$ cat src/rtl/anim_frame_streamer_pkg.sv
// Shared definitions for the animation frame streamer.
// Holds the FSM state encoding and the per-pixel timing constants.
// No logic; imported by the streamer top and its serializer.
package anim_frame_streamer_pkg;

  typedef enum logic [1:0] {
    IDLE  = 2'd0,
    FETCH = 2'd1,
    SHIFT = 2'd2,
    DONE  = 2'd3
  } state_t;

  // One RGB565 pixel on the wire.
  localparam int PIXEL_BITS = 16;

  // One FETCH cycle plus two SHIFT cycles (low, high) per bit.
  localparam int CYCLES_PER_PIXEL = 1 + 2 * PIXEL_BITS;

endpackage

$ cat src/rtl/anim_frame_streamer_if.sv
// Bus bundle between the streamer, its frame memory and the display link.
// Pure wiring, no latency.
// No backpressure: the display side is a free-running SPI sink.
interface anim_frame_streamer_if;
  logic        start;
  logic [7:0]  ram_addr_x;
  logic [7:0]  ram_addr_y;
  logic [15:0] ram_data;
  logic        spi_sclk;
  logic        spi_mosi;
  logic        spi_cs_n;
  logic        spi_dc;
  logic        busy;
  logic        frame_done;

  // The streamer itself.
  modport master (
    input  start, ram_data,
    output ram_addr_x, ram_addr_y, spi_sclk, spi_mosi, spi_cs_n, spi_dc,
           busy, frame_done
  );

  // Host / memory / display side.
  modport slave (
    output start, ram_data,
    input  ram_addr_x, ram_addr_y, spi_sclk, spi_mosi, spi_cs_n, spi_dc,
           busy, frame_done
  );
endinterface

$ cat src/rtl/anim_frame_streamer_spi_shift16.sv
// 16-bit SPI mode-0 serializer: one load, then 32 cycles of low/high sclk phases.
// Latency: bit 15 appears on mosi the cycle after load; last flags the 32nd cycle.
// No backpressure; a new load simply restarts the word.
module spi_shift16
  import anim_frame_streamer_pkg::*;
(
  input  logic        clk_24,
  input  logic        rst,
  input  logic        load,
  input  logic [15:0] data_in,
  output logic        sclk,
  output logic        mosi,
  output logic        last
);

  localparam int CW = $clog2(PIXEL_BITS);

  logic [PIXEL_BITS-1:0] sreg;
  logic [CW-1:0]         bit_cnt;
  logic                  phase;
  logic                  active;

  // Load a word, then alternate low/high phases, shifting after each high phase
  // so mosi only moves at the start of a low phase.
  always_ff @(posedge clk_24 or posedge rst) begin
    if (rst) begin
      sreg    <= '0;
      bit_cnt <= '0;
      phase   <= 1'b0;
      active  <= 1'b0;
    end else if (load) begin
      sreg    <= data_in;
      bit_cnt <= '0;
      phase   <= 1'b0;
      active  <= 1'b1;
    end else if (active) begin
      if (!phase) begin
        phase <= 1'b1;
      end else begin
        phase <= 1'b0;
        sreg  <= {sreg[PIXEL_BITS-2:0], 1'b0};
        if (bit_cnt == CW'(PIXEL_BITS - 1)) begin
          active  <= 1'b0;
          bit_cnt <= '0;
        end else begin
          bit_cnt <= bit_cnt + 1'b1;
        end
      end
    end
  end

  assign sclk = phase;
  assign mosi = sreg[PIXEL_BITS-1];
  assign last = active & phase & (bit_cnt == CW'(PIXEL_BITS - 1));

endmodule

$ cat src/rtl/anim_frame_streamer.sv
// Streams one WIDTHxHEIGHT RGB565 frame from the frame memory to an SPI display.
// Latency: 33 cycles per pixel, WIDTH*HEIGHT*33 cycles from first FETCH to DONE.
// No backpressure; start is ignored (not queued) outside IDLE.
module anim_frame_streamer
  import anim_frame_streamer_pkg::*;
#(
  parameter int WIDTH  = 96,
  parameter int HEIGHT = 64
) (
  input  logic                  clk_24,
  input  logic                  rst,
  anim_frame_streamer_if.master bus
);

  state_t     state;
  logic [7:0] x;
  logic [7:0] y;
  logic       busy;
  logic       cs_n;
  logic       dc;
  logic       done;
  logic       load;
  logic       sclk;
  logic       mosi;
  logic       last;

  // Serializer is loaded at the closing edge of the single FETCH cycle.
  assign load = (state == FETCH);

  spi_shift16 u_shift (
    .clk_24  (clk_24),
    .rst     (rst),
    .load    (load),
    .data_in (bus.ram_data),
    .sclk    (sclk),
    .mosi    (mosi),
    .last    (last)
  );

  // Frame FSM with the pixel counters and chip-select/dc as registered outputs.
  always_ff @(posedge clk_24 or posedge rst) begin
    if (rst) begin
      state <= IDLE;
      x     <= '0;
      y     <= '0;
      busy  <= 1'b0;
      cs_n  <= 1'b1;
      dc    <= 1'b0;
      done  <= 1'b0;
    end else begin
      case (state)
        IDLE: begin
          done <= 1'b0;
          if (bus.start) begin
            state <= FETCH;
            x     <= '0;
            y     <= '0;
            busy  <= 1'b1;
            cs_n  <= 1'b0;
            dc    <= 1'b1;
          end
        end
        FETCH: state <= SHIFT;
        SHIFT: begin
          if (last) begin
            if (x == 8'(WIDTH - 1)) begin
              x <= '0;
              if (y == 8'(HEIGHT - 1)) begin
                y     <= '0;
                state <= DONE;
                done  <= 1'b1;
                busy  <= 1'b0;
                cs_n  <= 1'b1;
                dc    <= 1'b0;
              end else begin
                y     <= y + 8'd1;
                state <= FETCH;
              end
            end else begin
              x     <= x + 8'd1;
              state <= FETCH;
            end
          end
        end
        DONE: begin
          done  <= 1'b0;
          state <= IDLE;
        end
        default: state <= IDLE;
      endcase
    end
  end

  assign bus.ram_addr_x = x;
  assign bus.ram_addr_y = y;
  assign bus.spi_sclk   = sclk;
  assign bus.spi_mosi   = mosi;
  assign bus.spi_cs_n   = cs_n;
  assign bus.spi_dc     = dc;
  assign bus.busy       = busy;
  assign bus.frame_done = done;

endmodule

$ cat src/flat_wrapper.sv
// flat-port wrapper written by rule: the top's interface ports become plain ports
module anim_frame_streamer_flat import anim_frame_streamer_pkg::*;
#(
  parameter int WIDTH  = 96,
  parameter int HEIGHT = 64
)
  (clk_24, rst, bus_start, bus_ram_data, bus_ram_addr_x, bus_ram_addr_y, bus_spi_sclk, bus_spi_mosi, bus_spi_cs_n, bus_spi_dc, bus_busy, bus_frame_done);
  anim_frame_streamer_if bus_i ();
  input  logic clk_24;
  input  logic rst;
  input wire logic [$bits(bus_i.start)-1:0] bus_start;
  input wire logic [$bits(bus_i.ram_data)-1:0] bus_ram_data;
  output wire logic [$bits(bus_i.ram_addr_x)-1:0] bus_ram_addr_x;
  output wire logic [$bits(bus_i.ram_addr_y)-1:0] bus_ram_addr_y;
  output wire logic [$bits(bus_i.spi_sclk)-1:0] bus_spi_sclk;
  output wire logic [$bits(bus_i.spi_mosi)-1:0] bus_spi_mosi;
  output wire logic [$bits(bus_i.spi_cs_n)-1:0] bus_spi_cs_n;
  output wire logic [$bits(bus_i.spi_dc)-1:0] bus_spi_dc;
  output wire logic [$bits(bus_i.busy)-1:0] bus_busy;
  output wire logic [$bits(bus_i.frame_done)-1:0] bus_frame_done;
  assign bus_i.start = bus_start;
  assign bus_i.ram_data = bus_ram_data;
  assign bus_ram_addr_x = bus_i.ram_addr_x;
  assign bus_ram_addr_y = bus_i.ram_addr_y;
  assign bus_spi_sclk = bus_i.spi_sclk;
  assign bus_spi_mosi = bus_i.spi_mosi;
  assign bus_spi_cs_n = bus_i.spi_cs_n;
  assign bus_spi_dc = bus_i.spi_dc;
  assign bus_busy = bus_i.busy;
  assign bus_frame_done = bus_i.frame_done;
  anim_frame_streamer #(.WIDTH(WIDTH), .HEIGHT(HEIGHT)) u_core (.clk_24(clk_24), .rst(rst), .bus(bus_i));
endmodule
$ cat config.mk
export PLATFORM = sky130hd
export DESIGN_NAME = anim_frame_streamer_flat
export DESIGN_NICKNAME = d
export VERILOG_FILES = /design/src/rtl/anim_frame_streamer_pkg.sv /design/src/rtl/anim_frame_streamer_if.sv /design/src/rtl/anim_frame_streamer_spi_shift16.sv /design/src/rtl/anim_frame_streamer.sv /design/src/flat_wrapper.sv
export SDC_FILE = /design/constraint.sdc
export NUM_CORES = 1
export LEC_CHECK = 0
export BUFFER_PORTS_ARGS = -buffer_cell sky130_fd_sc_hd__buf_2
export CAP_MARGIN = 25
export CORE_MARGIN = 2
export CORE_UTILIZATION = 44
export CTS_BUF_LIST = sky130_fd_sc_hd__clkbuf_4 sky130_fd_sc_hd__clkbuf_8 sky130_fd_sc_hd__clkbuf_16
export DETAILED_ROUTE_END_ITERATION = 8
export PLACE_DENSITY = 0.65
export SETUP_SLACK_MARGIN = 0.05
export SLEW_MARGIN = 20
export SYNTH_ARGS = -nofsm -noshare
export SYNTH_HDL_FRONTEND = slang
export SYNTH_SLANG_ARGS = --single-unit
$ cat constraint.sdc
create_clock -name clk_24 -period 5.78 [get_ports clk_24]
set_clock_uncertainty 0.2 [all_clocks]
set_input_delay 0.578 -clock clk_24 [delete_from_list [all_inputs] [get_ports clk_24]]
set_output_delay 0.578 -clock clk_24 [all_outputs]
set_load 0.02 [all_outputs]
==> results.tsv, run 1 <==
stage	metric	value	unit
drt	via/cell ratio	5.41	
logic_synthesis	Synth top cells by count	42 x dfrtp_1, 33 x nand2_1, 26 x o21ai_0	
drt	Residual DRC	0	
floorplan	Ports	41	
grt	pin count of the biggest net entering global routing	44	
power_and_ir_drop	P_int	419	uW
floorplan	die height	76.1	um
power_and_ir_drop	sw frac	20.4	%
worst_setup_path	Critical Path RT	5.76	ns
worst_setup_path	CP startpoint kind	flip-flop	
timing	Final setup viols	0	
power_and_ir_drop	Switch Pwr	108	uW
drt	ANT nets after route	0	
clock_tree	CTS H-tree depth	2	
worst_setup_path	critical path type	flip-flop to flip-flop	
clock_tree	maximum clock insertion buffer count	2	
logic_synthesis	cell with the most instances after synthesis	dfrtp_1	
drt	Pre-antenna DRT Iters	4	
power_and_ir_drop	leakage power	1.23	nW
placed_design	number of buffers added on ports	40	
status	status	complete, no violations	
worst_setup_path	Setup crit end kind	flip-flop	
clock_tree	hold buffers post-CTS	0	
logic_synthesis	Synth area leaders	dfrtp_1 46%, mux2i_1 7.0%, o21ai_0 5.7%, nand2_1 5.4%, nand3_1 3.9%	
logic_synthesis	top-area cell type share of the netlist area	46.0	%
logic_synthesis	synthesized area per cell	9.52	sq um
placed_design	hpwl dp	3340	um
logic_synthesis	synth warn	0	
logic_synthesis	Synth Register Bits	43	
timing	setup tns final	0	ns
placed_design	Placer Congestion	0.852	
worst_setup_path	peak fanout along the critical path	21	
cells_and_area	fillers	524	
logic_synthesis	gate count of the mapped netlist	240	
drt	1st-iter DRT viols	111	
clock_tree	CTS Buf Count	5	
clock_tree	Post-CTS Setup Inserts	0	
logic_synthesis	mapped cell area	0.00228	sq mm
floorplan	Initial Utilization	45.0	%
clock_tree	CTS Sinks	43	
clock_tree	CTS tree	built	
clock_tree	Resize count post-CTS	0	
logic_synthesis	Yosys top cell by area	dfrtp_1	
timing	crit share post-route	48.2	%
floorplan	Die ar.	0.00579	sq mm
power_and_ir_drop	Seq pwr share	57.1	%
logic_synthesis	Seq/Total Area, Yosys	47.2	%
grt	first-pass GRT wire length	8430	um
clock_tree	Clock Latency Late Sink	0.29	ns
cells_and_area	Final Core Density	52.1	%
floorplan	Core Area	0.00507	sq mm
timing	Max Freq	0.359	GHz
cells_and_area	diode count	0	
power_and_ir_drop	Gate power share	2.3	%
timing	Tmin final	2.79	ns
clock_tree	clock transition at the registers of the reported paths	0.08	ns
worst_setup_path	worst endpoint data arrival time	2.77	ns
min_path	HP Class	primary input to asynchronous set/reset pin	
cells_and_area	Area Overhead vs Synth	15.8	%
power_and_ir_drop	Clock Power Share	40.7	%
logic_synthesis	ys async rst share	100	%
floorplan	Die W	76.1	um
power_and_ir_drop	worst vdd ir	0.111	mV
power_and_ir_drop	Power Density	199	mW/mm^2
grt	GRT overflow	0	
timing	Tightest Pin Transition	0.990	ns
timing	Worst slew margin	33.8	%
logic_synthesis	ys flop type	dfrtp_1	
drt	Via Count	1879	
logic_synthesis	post-synthesis net count	266	
logic_synthesis	number of synthesized flops with an enable pin	0	
logic_synthesis	Netlist cell types	45	
clock_tree	root buffer cell	clkbuf_8	
timing	Hold Fails Final Rpt	0	
cells_and_area	fraction of layout cells with a size suffix above 1	20.9	%
grt	total track usage	17.7	%
grt	antenna violations before repair	0	
run	Max Cap Viol	0	
drt	WL per Instance	13.5	um
timing	RSZ-0062 raised after global routing	false	
cells_and_area	Final nets	302	
floorplan	Rows	26	
drt	Detailed Route WL	4680	um
grt	vias in the first global route	1819	
timing	Final Slew Violations	0	
-- worst paths after layout --
kind / start / depth (start not counted) / slack, ns / to
min in group clk_24: bus_ram_data[5] / 3 / 0.28 / u_core.u_shift.sreg[5]
max in group asynchronous: rst / 3 / 4.81 / u_core.bus.ram_addr_y[7]
worst min-delay path: rst / 3 / 0.20 / u_core.u_shift.sreg[9]
worst max-delay path: u_core.u_shift.sclk / 4 / 2.99 / u_core.bus.frame_done
worst max register to register: u_core.u_shift.sclk / 4 / 2.99 / u_core.bus.frame_done
worst min register to register: u_core.bus.frame_done / 1 / 0.30 / u_core.bus.frame_done
-- flip-flops by register name (all words and copies together), names as in the netlist --
name                    flops
u_core.bus.spi_dc           1
u_core.state                2
u_core.bus.ram_addr_x       8
u_core.bus.ram_addr_y       8
u_core.u_shift.sreg        16
u_core.bus.spi_cs_n         1
u_core.u_shift.active       1
u_core.u_shift.bit_cnt      4
u_core.u_shift.sclk         1
u_core.bus.frame_done       1
-- per-stage QoR --
stage          setup WS, ns  hold slack (ns)  total power [mW]  cells  instance area, sq um
2_1_floorplan          3.41            0.300             0.311    240                  2280
3_3_place_gp           2.94            0.271             0.319    337                  2520
3_5_place_dp           2.82            0.285             0.319    338                  2530
4_1_cts                2.80            0.228             0.534    346                  2640
5_1_grt                2.82            0.243             0.550    347                  2650
6_report               2.99            0.199             0.527    347                  2650
-- metal layers --
layer	part of all wire [%]	wire length, um	up-vias	track usage (%)
met5	0	0	-	0
met4	1.1	53	0	4.73
met3	4.6	217	4	4.27
met2	48	2240	48	29.9
met1	46	2160	885	22.9
li1	-	-	942	-
-- cells in the final DEF, fill, tap and decap left out, drive strengths merged, types with 5 or more instances in the layout --
| cell | count |
|---|---|
| nand4 | 5 |
| o21ai | 27 |
| dfrtp | 42 |
| ha | 7 |
| inv | 5 |
| mux2i | 16 |
| nor2 | 12 |
| nor3 | 7 |
| clkbuf | 8 |
| nand3 | 18 |
| nand2 | 33 |
| a21oi | 7 |
| o31ai | 7 |
| buf | 43 |
-- kinds of logic (layout without fill, tap and decap cells) --
family          count (synthesis)  count (layout)  synth area share (%)
mux                            19              19                  8.49
compound gates                 62              62                  17.8
fa+ha+maj                       7               7                  3.83
buf+inv                        19              56                  3.45
flops                          43              43                  47.2
xor+xnor                        2               2                 0.767
simple gates                   88              88                  18.5
-- critical path: stages (launching register included) --
cell      delay, ns
dfrtp_1        0.50
nand2_1        0.64
or4_1          0.73
a211oi_2       0.26
mux2_1         0.34
-- power groups by stage --
stage,combinational (mW),clock (mW),sequential [mW]
after floorplan,0.00442,0,0.307
after global placement,0.0127,0,0.307
after detailed placement,0.0127,0,0.307
after CTS,0.0127,0.221,0.301
after global routing,0.0137,0.236,0.301
final,0.0120,0.214,0.301
-- final cells by class --
cell class | instances | area (sq um) | area share, %
inverters | 5 | 18.8 | 0.709
multi-input cells | 178 | 1130 | 42.6
repair buffers | 43 | 230 | 8.70
flip-flops and latches | 43 | 1080 | 40.7
well taps | 70 | 87.6 | 3.31
clock buffers | 8 | 104 | 3.92
(Power assumes the default switching activity.)
==> inputs of run 2 (changes only) <==
--- a/config.mk
+++ b/config.mk
@@ -5,13 +5,14 @@
 export SDC_FILE = /design/constraint.sdc
 export NUM_CORES = 1
 export LEC_CHECK = 0
+export ABC_AREA = 1
 export BUFFER_PORTS_ARGS = -buffer_cell sky130_fd_sc_hd__buf_2
 export CAP_MARGIN = 25
 export CORE_MARGIN = 2
 export CORE_UTILIZATION = 44
 export CTS_BUF_LIST = sky130_fd_sc_hd__clkbuf_4 sky130_fd_sc_hd__clkbuf_8 sky130_fd_sc_hd__clkbuf_16
 export DETAILED_ROUTE_END_ITERATION = 8
-export PLACE_DENSITY = 0.65
+export PLACE_DENSITY = 0.68
 export SETUP_SLACK_MARGIN = 0.05
 export SLEW_MARGIN = 20
 export SYNTH_ARGS = -nofsm -noshare
==> constraint.sdc (replaced) <==
create_clock -name clk_24 -period 2.2 [get_ports clk_24]
set_clock_uncertainty 0.2 [all_clocks]
set_input_delay 0.22 -clock clk_24 [delete_from_list [all_inputs] [get_ports clk_24]]
set_output_delay 0.22 -clock clk_24 [all_outputs]
set_load 0.02 [all_outputs]
==> run 2 against run 1 <==
  * Register-to-register slack lost 2.7 ns
  * Final cell count increased by 17%
  * Design area grew 6.6%
==> results.tsv, run 2 <==
stage	metric	value	unit
status	status	complete, no violations	
cells_and_area	Final Core Density	58.6	%
floorplan	Core Area	0.00482	sq mm
timing	Worst slew margin	64.2	%
grt	total track usage	19.4	%
power_and_ir_drop	Power Density	1130	mW/mm^2
logic_synthesis	number of synthesized flops with an enable pin	0	
grt	first-pass GRT wire length	8420	um
floorplan	Ports	41	
grt	antenna violations before repair	0	
cells_and_area	most common library cell in the layout ignoring fill and taps	nand2_1	
min_path	HP Class	primary input to flip-flop	
floorplan	die height	75.3	um
timing	setup tns final	0	ns
timing	crit share post-route	86.5	%
power_and_ir_drop	leakage power	1.43	nW
worst_setup_path	worst endpoint data arrival time	1.93	ns
drt	Residual DRC	0	
logic_synthesis	Synth Register Bits	43	
placed_design	hpwl dp	3360	um
logic_synthesis	Seq/Total Area, Yosys	48.1	%
grt	GRT overflow	0	
timing	Max Freq	0.526	GHz
logic_synthesis	Netlist cell types	29	
logic_synthesis	Synth top cells by count	74 x nand2_1, 42 x dfrtp_1, 34 x inv_1	
floorplan	Die W	75.3	um
worst_setup_path	critical path type	flip-flop to flip-flop	
logic_synthesis	synth warn	0	
worst_setup_path	Critical Path RT	2.23	ns
power_and_ir_drop	worst vdd ir	0.690	mV
logic_synthesis	cell with the most instances after synthesis	nand2_1	
floorplan	Rows	25	
cells_and_area	register name with the most flops	u_core.u_shift.sreg	
min_path	hold path depth	4	
worst_setup_path	r2r worst-path depth	8	
placed_design	number of buffers added on ports	40	
logic_synthesis	top-area cell type share of the netlist area	46.9	%
cells_and_area	Area Overhead vs Synth	26.0	%
logic_synthesis	gate count of the mapped netlist	274	
timing	Final Slew Violations	0	
logic_synthesis	synthesized area per cell	8.17	sq um
floorplan	Initial Utilization	46.5	%
clock_tree	CTS tree	built	
clock_tree	CTS Buf Count	5	
logic_synthesis	mapped cell area	0.00224	sq mm
timing	Final setup viols	0	
drt	Detailed Route WL	4830	um
cells_and_area	Final nets	363	
clock_tree	CTS Sinks	43	
clock_tree	clock transition at the registers of the reported paths	0.08	ns
logic_synthesis	ys flop type	dfrtp_1	
grt	pin count of the biggest net entering global routing	44	
logic_synthesis	ys async rst share	100	%
logic_synthesis	Yosys top cell by area	dfrtp_1	
run	Max Cap Viol	0	
drt	WL per Instance	11.9	um
clock_tree	CTS H-tree depth	2	
cells_and_area	fraction of layout cells with a size suffix above 1	20.4	%
drt	ANT nets after route	0	
drt	Pre-antenna DRT Iters	4	
placed_design	Placer Congestion	0.795	
timing	RSZ-0062 raised after global routing	false	
clock_tree	Clock Latency Late Sink	0.30	ns
worst_setup_path	Setup crit end kind	flip-flop	
clock_tree	root buffer cell	clkbuf_8	
cells_and_area	commonest non-fill, non-tap cells in the layout	74 x nand2_1, 42 x dfrtp_1, 40 x buf_2	
logic_synthesis	post-synthesis net count	300	
drt	Via Count	2011	
drt	via/cell ratio	4.97	
timing	Hold Fails Final Rpt	0	
grt	vias in the first global route	1929	
clock_tree	maximum clock insertion buffer count	2	
cells_and_area	diode count	0	
cells_and_area	Largest register FFs	16	
timing	WHS	0.108	ns
worst_setup_path	CP startpoint kind	flip-flop	
floorplan	Die ar.	0.00568	sq mm
drt	1st-iter DRT viols	145	
timing	Tightest Pin Transition	0.537	ns
worst_setup_path	peak fanout along the critical path	9	
timing	Tmin final	1.90	ns
logic_synthesis	Synth area leaders	dfrtp_1 47%, nand2_1 12%, inv_1 5.7%, nand3_1 5.6%, o221ai_1 5.5%	
## run 2: layout make-up
cell class / instances / area (sq um)
sequential: 43 / 1080
multi-input combinational: 187 / 997
clock inverter: 3 / 43.8
fill: 482 / 2000
timing repair buffer: 62 / 408
inverter: 38 / 143
clock buffer: 5 / 68.8
tap: 67 / 83.8
## run 2: repair_timing
item / CTS / global route
hold buffers: 17 / 0
endpoints found under the setup margin: 0 / 1
buffers inserted: 0 / 0
resized for setup: 0 / 2
endpoints found under the hold margin: 58 / 0
## run 2: through the flow
step / total power [mW] / cells / area, sq um / setup WS (ns)
after floorplan: 2.21 / 274 / 2240 / 0.462
after global placement: 2.54 / 380 / 2530 / 0.315
after detailed placement: 2.57 / 380 / 2530 / 0.249
after CTS: 3.21 / 405 / 2810 / 0.236
after global routing: 3.48 / 405 / 2820 / 0.143
final: 3.20 / 405 / 2820 / 0.298
## run 2: final timing paths
path | start | to | slack (ns)
setup / recovery | u_core.state[0] | u_core.bus.ram_addr_y[3] | 0.30
hold / removal | bus_start | u_core.state[0] | 0.11
setup reg to reg | u_core.state[0] | u_core.bus.ram_addr_y[3] | 0.30
hold reg to reg | u_core.bus.spi_cs_n | u_core.bus.spi_cs_n | 0.27
max in group asynchronous | rst | u_core.bus.ram_addr_x[4] | 1.02
min in group asynchronous | rst | u_core.bus.spi_dc | 0.40
## run 2: worst max-delay path, stage by stage, from the launching register on
cell	delay (ns)
dfrtp_1	0.40
inv_1	0.13
ha_1	0.25
inv_2	0.09
a21oi_2	0.29
nand2_4	0.16
nor2_8	0.18
nand2_1	0.06
o21ai_1	0.07
## run 2: metal layers
layer | track usage [%] | routed length [um] | vias to the layer above
met1 | 24.7 | 2210 | 951
met3 | 4.37 | 185 | 5
li1 | - | - | 1020
met5 | 0 | 0 | -
met2 | 32.5 | 2370 | 35
met4 | 7.02 | 53 | 0
## run 2: kinds of logic (layout without fill, tap and decap cells)
kind of cell	after synthesis	count (layout)	share of synthesized area [%]
flops	43	43	48.1
buf+inv	44	108	7.71
xor+xnor	3	3	1.17
simple gates	136	136	26.6
fa+ha+maj	7	7	3.91
compound gates	41	41	12.5
## run 2: power breakdown
| part | switching, mW | leakage, nW | internal, mW |
|---|---|---|---|
| clock network | 0.286 | 0.0581 | 0.338 |
| registers | 0.110 | 0.554 | 1.03 |
| logic | 0.956 | 0.821 | 0.484 |
